--- src/rtl/can_clic_seq.sv ---
// rtl/can_clic_seq.sv - bit-serial CLIC-style interrupt arbiter with pending bits and claim handshake
// Optional strict threshold check enabled by macro CAN_CLIC_THRESHOLD_EN.
module can_clic_seq #(
    parameter int NR_INDEX_BITS = 3,
    parameter int NR_PRIO_BITS  = 3
) (
    input  logic                                          clk,
    input  logic                                          reset,
    input  logic [2**NR_INDEX_BITS-1:0]                   pend_set,
    input  logic [2**NR_INDEX_BITS-1:0]                   enable,
    input  logic [(2**NR_INDEX_BITS)*NR_PRIO_BITS-1:0]    prio,
    input  logic [NR_PRIO_BITS-1:0]                       threshold,
    input  logic                                          start,
    input  logic                                          ack,
    output logic                                          busy,
    output logic                                          is_interrupt,
    output logic [NR_INDEX_BITS-1:0]                      index,
    output logic [NR_PRIO_BITS-1:0]                       win_prio,
    output logic                                          none
);

    localparam int N   = 2**NR_INDEX_BITS;
    localparam int P   = NR_PRIO_BITS;
    localparam int PBW = (P > 1) ? $clog2(P) : 1;

    typedef enum logic [1:0] {IDLE, ARB, RESOLVE, PRESENT} state_t;

    state_t                   state_q, state_d;
    logic [N-1:0]             pend_q, pend_d;
    logic [N-1:0]             cont_q, cont_d;
    logic [N*P-1:0]           prio_q, prio_d;
    logic [PBW-1:0]           pb_q, pb_d;
    logic [NR_INDEX_BITS-1:0] idx_q, idx_d;
    logic [P-1:0]             wprio_q, wprio_d;
    logic                     none_q, none_d;
    logic [P-1:0]             thr_q, thr_d;

    logic [N-1:0]             bit_col;
    logic                     or_value;
    logic                     found;
    logic [NR_INDEX_BITS-1:0] win_idx;
    logic [P-1:0]             win_pr;
    logic                     accept;

    always_comb begin : datapath
        bit_col = '0;
        for (int i = 0; i < N; i++) begin
            bit_col[i] = prio_q[i*P + int'(pb_q)];
        end
        or_value = |(cont_q & bit_col);
        found    = |cont_q;
        // Descending scan so the lowest remaining index wins ties
        win_idx = '0;
        for (int i = N-1; i >= 0; i--) begin
            if (cont_q[i]) begin
                win_idx = NR_INDEX_BITS'(i);
            end
        end
        win_pr = prio_q[int'(win_idx)*P +: P];
`ifdef CAN_CLIC_THRESHOLD_EN
        accept = found && (win_pr > thr_q);
`else
        accept = found;
`endif
    end

`ifndef CAN_CLIC_THRESHOLD_EN
    logic unused_threshold;
    assign unused_threshold = ^thr_q;
`endif

    always_comb begin : fsm
        state_d = state_q;
        pend_d  = pend_q;
        cont_d  = cont_q;
        prio_d  = prio_q;
        pb_d    = pb_q;
        idx_d   = idx_q;
        wprio_d = wprio_q;
        none_d  = 1'b0;
        thr_d   = thr_q;
        case (state_q)
            IDLE: begin
                if (start) begin
                    cont_d  = enable & pend_q;
                    prio_d  = prio;
                    thr_d   = threshold;
                    pb_d    = PBW'(P-1);
                    state_d = ARB;
                end
            end
            ARB: begin
                if (or_value) begin
                    cont_d = cont_q & bit_col;
                end
                if (pb_q == '0) begin
                    state_d = RESOLVE;
                end else begin
                    pb_d = pb_q - PBW'(1);
                end
            end
            RESOLVE: begin
                if (accept) begin
                    idx_d   = win_idx;
                    wprio_d = win_pr;
                    state_d = PRESENT;
                end else begin
                    none_d  = 1'b1;
                    state_d = IDLE;
                end
            end
            PRESENT: begin
                if (ack) begin
                    pend_d[idx_q] = 1'b0;
                    state_d       = IDLE;
                end
            end
            default: state_d = IDLE;
        endcase
        // A fresh set in the claim cycle must survive the ack clear
        pend_d = pend_d | pend_set;
    end

    always_ff @(posedge clk or posedge reset) begin
        if (reset) begin
            state_q <= IDLE;
            pend_q  <= '0;
            cont_q  <= '0;
            prio_q  <= '0;
            pb_q    <= '0;
            idx_q   <= '0;
            wprio_q <= '0;
            none_q  <= 1'b0;
            thr_q   <= '0;
        end else begin
            state_q <= state_d;
            pend_q  <= pend_d;
            cont_q  <= cont_d;
            prio_q  <= prio_d;
            pb_q    <= pb_d;
            idx_q   <= idx_d;
            wprio_q <= wprio_d;
            none_q  <= none_d;
            thr_q   <= thr_d;
        end
    end

    assign busy         = (state_q != IDLE);
    assign is_interrupt = (state_q == PRESENT);
    assign index        = idx_q;
    assign win_prio     = wprio_q;
    assign none         = none_q;

endmodule

--- config.mk ---
export PLATFORM = sky130hd
export DESIGN_NAME = can_clic_seq
export DESIGN_NICKNAME = d
export VERILOG_FILES = /design/src/rtl/can_clic_seq.sv
export SDC_FILE = /design/constraint.sdc
export NUM_CORES = 1
export LEC_CHECK = 0
export CORE_ASPECT_RATIO = 0.7
export CORE_MARGIN = 2
export CORE_UTILIZATION = 50
export CTS_CLUSTER_DIAMETER = 120
export DETAILED_ROUTE_END_ITERATION = 7
export GPL_TIMING_DRIVEN = 0
export PLACE_DENSITY = 0.78
export SLEW_MARGIN = 10
export SYNTH_ARGS = -nofsm -noshare
export SYNTH_HDL_FRONTEND = slang
export SYNTH_SLANG_ARGS = --single-unit
--- constraint.sdc ---
create_clock -name clk -period 5 [get_ports clk]
set_input_delay 0.5 -clock clk [delete_from_list [all_inputs] [get_ports clk]]
set_output_delay 0.5 -clock clk [all_outputs]
set_load 0.05 [all_outputs]
==> flow_summary.yaml, run 1 <==
timing:
  clock.fmax_mhz: 302
  slew_headroom_pct: 37.2
  slew_violations: 0
  fin_crit_sh_pct: 66.1
  finalHoldViolCount: 0
  grt_setup_unrepaired: "no"
  tightest_slew_ns: 0.928
  finalSetupViolations: 0
  finClkSkew_ns: 0.0109
  setup_tns_ns: 0
  layout_setup_ws_ns: 1.69
  fin_crit_ns: 3.31
synth:
  synth_edf_count: 0
  syn-instance-count: 246
  avgSynthCellArea_um2: 11.4
  yosys_warnings: 0
  synth_area_leader_cell: "dfrtp_1"
  syn_nets: 295
  synthFlopType: "dfrtp_1"
  synth_area_leaders: "dfrtp_1, mux2_2, mux2i_1, mux4_2, nand2_1"
  syn_area_mm2: 0.00281
  synth_top_area_share_pct: 45.4
  ys_seq_elements: 51
  async_reset_ff_share_pct: 100
  synth_cell_type_count: 51
  synth-seq-area-share_pct: 45.4
pwr:
  vdd_drop_max_uv: 273
  finalPower_w: 0.00239
  combPwrFrac_pct: 57.7
  cellPowerDensity_mw_per_mm2: 676
  switchingPower_w: 0.00105
  seqPwrFrac_pct: 32.2
  p_clk_share_pct: 10.1
  leakagePower_nw: 1.44
  switching_share_pct: 43.8
  intPower_w: 0.00134
floorplanning:
  initial_core_util_pct: 52.7
  die_h_um: 66.8
  rows: 22
  dieArea_mm2: 0.00625
  fp.coreArea_mm2: 0.00534
  boundaryPins: 56
  die_w_um: 93.6
finish:
  fillers: 431
  fin_cells: 379
  areaGrowthSynthToFinish_pct: 25.4
  layout-drive-gt1-share_pct: 18.9
  mostFrequentLayoutCell: "clkdlybuf4s50_1"
  final_cell_mix: "clkdlybuf4s50_1, dfrtp_1, mux2_2"
  final_area_mm2: 0.00353
  layout.nets: 355
  antennaDiodeCount: 0
clocking:
  cts_resized: 0
  root_buffer: "clkbuf_8"
  cts.sinks: 51
  cts_tree: "built"
  cts_htree_levels: 2
  clk_pin_slew_ns: 0.09
  clock_path_buffers: 2
  worst_skew_pair.late_latency_ns: 0.31
  cts_setup_buffers: 0
  postCtsHoldBufs: 0
  cts_buffers: 5
global_route:
  grt_overflow: 0
  track_usage_pct: 24.1
  grt_pass1_wl_um: 11200
  antenna_found_initial: 0
  first_global_vias: 2185
  grt_max_degree: 28
detailed_routing:
  drt_first_pass_iters: 4
  drtIter0Drc: 189
  drtAntennaViolNets: 0
  drc: 0
  vias_per_cell: 5.89
  drt_wl_total_um: 6930
  wl_per_cell_um: 18.3
  vias: 2232
critical_path:
  worst-path-buf-inv: 3
  critPathTopFamily: "multiplexers"
  r2r_end: "cont_q[7]$_DFFE_PP0P_"
  r2r_cells: 8
  r2r_start: "pb_q[0]$_DFFE_PP0P_"
  max_stage_delay_ns: 0.55
  crit_fanout: 10
  cp-start-kind: "flop"
  crit_chain: "clkbuf_2 > clkinv_1 > ha_1 > buf_6 > mux4_1 > o2111ai_1 > o2111ai_2 > mux2_2"
  cpMaxStageDelayCell: "mux4_1"
  arrival_ns: 3.51
  cp-end-kind: "flop"
  r2r_slack_ns: 1.69
  crit_type: "reg2reg"
  timing.critical_path.from: "pb_q[0]$_DFFE_PP0P_"
  required_ns: 5.20
hold_path:
  hold_path_depth: 1
  min_from: "pend_q[3]$_DFF_PP0_"
  min_path_type: "reg2reg"
  hold_path_end: "pend_q[3]$_DFF_PP0_"
place:
  post-place-cells: 371
  dp_hpwl_um: 5280
  gp_congestion: 0.885
  place_area_mm2: 0.00344
  portBuffers: 52
  dp_slack_ns: 1.79
run:
  max-cap-violations: 0
run_status:
  status: "finished clean"
synth_stat cells, drive strengths merged, types with 3 or more instances:
cell type,instances
nand2b,3
nor2,13
nand2,15
nand3,9
nand3b,3
mux2,33
buf,4
a2111oi,4
clkbuf,7
o2111ai,3
a221o,3
a21o,6
mux2i,23
inv,9
a31oi,3
dfrtp,51
nor2b,6
mux4,4
o21ai,11
o22ai,4
metal layers:
metal	global-route usage, %	routed length [µm]	up-vias
li1	-	-	1036
met1	34.9	3330	1093
met2	35.1	2900	95
met3	7.24	609	8
met4	6.88	87	0
met5	0	0	-
final cells by class:
type | instances | area, µm² | area share [%]
clock inverters | 2 | 12.5 | 0.355
plain buffers | 11 | 78.8 | 2.23
repair buffers | 53 | 541 | 15.3
clock buffers | 6 | 72.6 | 2.06
well taps | 72 | 90.1 | 2.55
inverters | 10 | 37.5 | 1.06
flip-flops and latches | 51 | 1280 | 36.2
multi-input cells | 174 | 1420 | 40.2
worst max-delay path by stage:
stage | endpoint | slack [ns] | cells after the start
after floorplan | cont_q[5]$_DFFE_PP0P_ | 2.30 | 8
after global placement | cont_q[7]$_DFFE_PP0P_ | 1.84 | 8
after CTS | cont_q[7]$_DFFE_PP0P_ | 1.75 | 8
final | cont_q[7]$_DFFE_PP0P_ | 1.69 | 8
after detailed placement | cont_q[7]$_DFFE_PP0P_ | 1.79 | 8
after global routing | cont_q[7]$_DFFE_PP0P_ | 1.45 | 9
power by group through the flow:
stage	Combinational, W	Sequential [W]	Clock (W)
after floorplan	0.000967	0.000784	0
after global placement	0.00132	0.000763	0
after detailed placement	0.00135	0.000771	0
after CTS	0.00136	0.000763	0.000241
after global routing	0.00147	0.000797	0.000261
final	0.00138	0.000769	0.000240
cells by family after synthesis:
group                      synth area share, %
and+or+nand+nor                           11.3
adders and majority gates                0.890
DFF                                       45.4
buffers and inverters                     4.14
AOI/OAI and AO/OA                         13.3
muxes                                     25.0
stage by stage:
| step | utilization (%) | hold slack (ns) |
|---|---|---|
| 2_1_floorplan | - | 0.441 |
| 3_3_place_gp | 64.1 | 0.460 |
| 3_5_place_dp | 64.5 | 0.470 |
| 4_1_cts | 66.1 | 0.490 |
| 5_1_grt | 66.1 | 0.507 |
| 6_report | 66.1 | 0.491 |
state kept, by name, summed over array words and instances (netlist names):
register / cells
prio_q: 24
index: 3
cont_q: 8
pb_q: 2
none: 1
pend_q: 8
state_q: 2
win_prio: 3
Power figures use the tool's default switching activity.
==> run 2, diff against run 1 <==
clock period = 3.3 ns   (was 5 ns; I/O delays follow)
==> run 2 against run 1 <==
Compared with the run above: die area unchanged; non-clock buffer count stayed put; total power rose by 53%; critical path depth increased by 1; via count grew 0.54%; utilization is 0.42 points higher; fmax rose by 7.4%; register-to-register slack worse by 1.5 ns; first-iteration DRC count decreased by 0.53%; hold slack got worse by 0.095 ns; final cell count unchanged; sequential cell count is the same.
==> flow_summary.yaml, run 2 (same netlist as run 1, synthesis figures left out) <==
run_status:
  status: "finished clean"
finish:
  reg.largest.list: "prio_q (24), cont_q (8), pend_q (8)"
  layout-drive-gt1-share_pct: 19.5
  seqCellArea_mm2: 0.00128
  areaGrowthSynthToFinish_pct: 26.2
  max_flop_register: "prio_q"
  antennaDiodeCount: 0
  fin_cells: 379
  layout.nets: 355
  final_cell_mix: "clkdlybuf4s50_1, dfrtp_1, mux2_2"
  fillers: 420
  largest_reg_flops: 24
  mostFrequentLayoutCell: "clkdlybuf4s50_1"
  multi_input_area_mm2: 0.00144
floorplanning:
  rows: 22
  initial_core_util_pct: 52.7
  dieArea_mm2: 0.00625
  die_h_um: 66.8
  die_w_um: 93.6
  boundaryPins: 56
  fp.coreArea_mm2: 0.00534
global_route:
  grt_pass1_wl_um: 11200
  first_global_vias: 2185
  grt_max_degree: 28
  grt_overflow: 0
  antenna_found_initial: 0
  track_usage_pct: 24.1
critical_path:
  max_stage_delay_ns: 0.47
  required_ns: 3.50
  crit_type: "reg2reg"
  crit_fanout: 10
  critPathTopFamily: "compound AO/OA/AOI/OAI gates"
  cp-end-kind: "flop"
  crit_chain: "clkbuf_2 > clkinv_1 > ha_2 > buf_6 > mux2i_1 > o21ai_0 > a2111oi_2 > o2111ai_4 > mux2_2"
  arrival_ns: 3.28
  cpMaxStageDelayCell: "ha_2"
  worst-path-buf-inv: 3
  cp-start-kind: "flop"
pwr:
  switchingPower_w: 0.00160
  leakagePower_nw: 1.44
  switching_share_pct: 43.7
  intPower_w: 0.00206
  combPwrFrac_pct: 58.1
  cellPowerDensity_mw_per_mm2: 1030
  seqPwrFrac_pct: 32.0
  p_clk_share_pct: 9.9
  finalPower_w: 0.00365
  vdd_drop_max_uv: 414
detailed_routing:
  drtAntennaViolNets: 0
  drtIter0Drc: 188
  wl_met2_um: 2850
  drt_first_pass_iters: 5
  met3_length_um: 628
  vias_per_cell: 5.92
  drc: 0
  m1WireLength_um: 3300
  wl_per_cell_um: 18.2
  top_layer_used: "met4"
  vias: 2244
  drt_wl_total_um: 6880
clocking:
  root_buffer: "clkbuf_8"
  postCtsHoldBufs: 0
  cts_tree: "built"
  worst_skew_pair.late_latency_ns: 0.31
  clock_path_buffers: 2
  cts_resized: 0
  cts_buffers: 5
  clk_pin_slew_ns: 0.10
  cts_setup_buffers: 0
  cts.sinks: 51
  cts_htree_levels: 2
run:
  max-cap-violations: 0
timing:
  tightest_slew_ns: 0.912
  fin_crit_sh_pct: 93.3
  slew_headroom_pct: 38.2
  finalSetupViolations: 0
  finClkSkew_ns: 0.0107
  layout_setup_ws_ns: 0.220
  clock.fmax_mhz: 325
  finalHoldViolCount: 0
  fin_crit_ns: 3.08
  slew_violations: 0
place:
  dp_slack_ns: 0.0857
  gp_congestion: 0.885
  portBuffers: 52
  post-place-cells: 371
  dp_hpwl_um: 5280
hold_path:
  min_path_type: "in2async"
run 2: area by class of cell:
type	count	area share (%)
sequential	51	35.9
inverter	10	1.06
buffer	11	2.22
multi-input combinational	174	40.6
tap	72	2.54
clock inverter	2	0.352
timing repair buffer	53	15.2
clock buffer	6	2.04
run 2: stage by stage:
stage | utilization (%) | hold slack (ns) | TNS [ns] | area [µm²]
2_1_floorplan | - | 0.422 | 0 | 2810
3_3_place_gp | 64.1 | 0.460 | 0 | 3420
3_5_place_dp | 64.5 | 0.470 | 0 | 3440
4_1_cts | 66.1 | 0.418 | 0 | 3530
5_1_grt | 66.5 | 0.441 | -0.00231 | 3550
6_report | 66.5 | 0.396 | 0 | 3550
run 2: worst paths after layout:
kind	from	end	slack [ns]	depth (start not counted)
setup / recovery	pb_q[0]$_DFFE_PP0P_	cont_q[7]$_DFFE_PP0P_	0.22	9
setup reg to reg	pb_q[0]$_DFFE_PP0P_	cont_q[7]$_DFFE_PP0P_	0.22	9
hold reg to reg	pend_q[3]$_DFF_PP0_	pend_q[3]$_DFF_PP0_	0.49	1
max in group asynchronous	reset	state_q[1]$_DFFE_PP0P_	2.35	3
hold / removal	reset	pend_q[6]$_DFF_PP0_	0.40	2
min in group clk	pend_q[3]$_DFF_PP0_	pend_q[3]$_DFF_PP0_	0.49	1
run 2: power groups by stage:
stage	Clock, W	Combinational [W]	Sequential, W
final	0.000362	0.00212	0.00117
after global routing	0.000396	0.00229	0.00121
after CTS	0.000366	0.00206	0.00116
after detailed placement	0	0.00205	0.00117
after global placement	0	0.00200	0.00116
after floorplan	0	0.00147	0.00119
run 2: routing by layer:
layer / GRT usage (%) / vias to the layer above
li1: - / 1039
met1: 34.9 / 1095
met2: 35.1 / 100
met3: 7.24 / 10
met4: 6.88 / 0
met5: 0 / -
==> run 3, diff against run 2 <==
CORE_MARGIN = 5   (was 2)
clock period = 3.7 ns   (was 3.3 ns; I/O delays follow)
==> run 3 against run 2 <==
Compared with the run above: via count fell by 2.0%; routed wire length rose by 2.2%; sequential power is 11% lower; first-iteration DRC count fell by 33%; global-route usage shrank 3.1 points; critical path depth down 1; sequential share of layout area is 0.051 points higher; non-clock buffer count did not move; utilization down 0.094 points; setup slack better by 0.23 ns; combinational power decreased by 12%; critical path type unchanged; largest power group unchanged.
==> flow_summary.yaml, run 3 (same netlist as run 1, synthesis figures left out) <==
run_status:
  status: "finished clean"
clocking:
  clk_pin_slew_ns: 0.09
  postCtsHoldBufs: 0
  root_buffer: "clkbuf_8"
  cts_htree_levels: 2
  clock_path_buffers: 2
  cts_resized: 0
  cts_buffers: 5
  cts_setup_buffers: 0
  worst_skew_pair.late_latency_ns: 0.31
  cts_tree: "built"
  cts.sinks: 51
floorplanning:
  boundaryPins: 56
  initial_core_util_pct: 52.7
  die_w_um: 99.6
  fp.coreArea_mm2: 0.00534
  rows: 22
  die_h_um: 72.8
  dieArea_mm2: 0.00725
timing:
  setup_tns_ns: 0
  clock.fmax_mhz: 308
  slew_headroom_pct: 37.7
  tightest_slew_ns: 0.919
  fin_crit_sh_pct: 87.8
  slew_violations: 0
  finalHoldViolCount: 0
  layout_setup_ws_ns: 0.450
  finalSetupViolations: 0
  fin_crit_ns: 3.25
  grt_setup_unrepaired: "no"
  finClkSkew_ns: 0.00494
global_route:
  grt_pass1_wl_um: 11700
  grt_max_degree: 28
  antenna_found_initial: 0
  grt_overflow: 0
  track_usage_pct: 21.0
  first_global_vias: 2211
finish:
  final_cell_mix: "clkdlybuf4s50_1, dfrtp_1, mux2_2"
  reg.largest.list: "prio_q (24), cont_q (8), pend_q (8)"
  fin_cells: 378
  max_flop_register: "prio_q"
  antennaDiodeCount: 0
  layout.nets: 355
  largest_reg_flops: 24
  areaGrowthSynthToFinish_pct: 26.1
  final_area_mm2: 0.00355
  layout-drive-gt1-share_pct: 18.6
  mostFrequentLayoutCell: "clkdlybuf4s50_1"
pwr:
  combPwrFrac_pct: 56.7
  leakagePower_nw: 1.45
  p_clk_share_pct: 11.6
  vdd_drop_max_uv: 362
  intPower_w: 0.00188
  switching_share_pct: 42.6
  finalPower_w: 0.00327
  cellPowerDensity_mw_per_mm2: 923
  seqPwrFrac_pct: 31.7
  switchingPower_w: 0.00139
run:
  max-cap-violations: 0
place:
  place_area_mm2: 0.00344
  gp_congestion: 0.884
  portBuffers: 52
  post-place-cells: 371
  dp_hpwl_um: 5500
  dp_slack_ns: 0.519
critical_path:
  crit_fanout: 10
  r2r_end: "cont_q[7]$_DFFE_PP0P_"
  required_ns: 3.90
  cp-start-kind: "flop"
  arrival_ns: 3.45
  r2r_slack_ns: 0.45
  r2r_cells: 8
  endpoint: "cont_q[7]$_DFFE_PP0P_"
  crit_type: "reg2reg"
  cp-end-kind: "flop"
  timing.critical_path.from: "pb_q[0]$_DFFE_PP0P_"
  r2r_start: "pb_q[0]$_DFFE_PP0P_"
detailed_routing:
  vias_per_cell: 5.82
  wl_per_cell_um: 18.6
  drtAntennaViolNets: 0
  drt_wl_total_um: 7040
  vias: 2200
  drc: 0
  drtIter0Drc: 126
  drt_first_pass_iters: 4
hold_path:
  min_path_type: "in2async"
-- run 3: critical path, cell delays in order (launching register included) --
cell and delay [ns]:
dfrtp_1 0.36, clkbuf_2 0.22, clkinv_1 0.25, ha_1 0.49
buf_6 0.19, mux4_1 0.56, o2111ai_1 0.35, o2111ai_2 0.36
mux2_2 0.36
-- run 3: per-layer routing --
layer  vias up  GRT usage, %  routed length, µm
met5         -             0                  0
met4         0          4.70                 88
met3        11          7.74                558
met2        86          30.2               3090
met1      1069          30.3               3300
li1       1034             -                  -
-- run 3: power by group through the flow --
stage | logic, W | registers, W | clock network, W
after floorplan | 0.00131 | 0.00106 | 0
after global placement | 0.00178 | 0.00103 | 0
after detailed placement | 0.00183 | 0.00104 | 0
after CTS | 0.00184 | 0.00103 | 0.000384
after global routing | 0.00200 | 0.00107 | 0.000409
final | 0.00186 | 0.00104 | 0.000380
-- run 3: worst min path at each step --
| stage | start | endpoint | slack, ns | cells past startpoint |
|---|---|---|---|---|
| final | reset | win_prio[2]$_DFFE_PP0P_ | 0.44 | 2 |
| after floorplan | pend_q[4]$_DFF_PP0_ | pend_q[4]$_DFF_PP0_ | 0.44 | 1 |
| after global routing | reset | prio_q[0]$_DFFE_PP0P_ | 0.47 | 2 |
| after global placement | pend_q[0]$_DFF_PP0_ | pend_q[0]$_DFF_PP0_ | 0.46 | 1 |
| after CTS | reset | pend_q[6]$_DFF_PP0_ | 0.44 | 2 |
| after detailed placement | pend_q[3]$_DFF_PP0_ | pend_q[3]$_DFF_PP0_ | 0.47 | 1 |
-- run 3: cell type report --
class / instances / area (µm²)
plain buffers: 11 / 78.8
clock buffers: 6 / 72.6
clock inverters: 1 / 30.0
fillers: 411 / 1790
inverters: 10 / 37.5
multi-input cells: 174 / 1420
flip-flops and latches: 51 / 1280
well taps: 72 / 90.1
repair buffers: 53 / 541
-- run 3: through the flow --
stage | util, % | hold slack [ns]
after floorplan | - | 0.441
after global placement | 64.1 | 0.459
after detailed placement | 64.5 | 0.468
after CTS | 66.4 | 0.444
after global routing | 66.4 | 0.474
final | 66.4 | 0.436
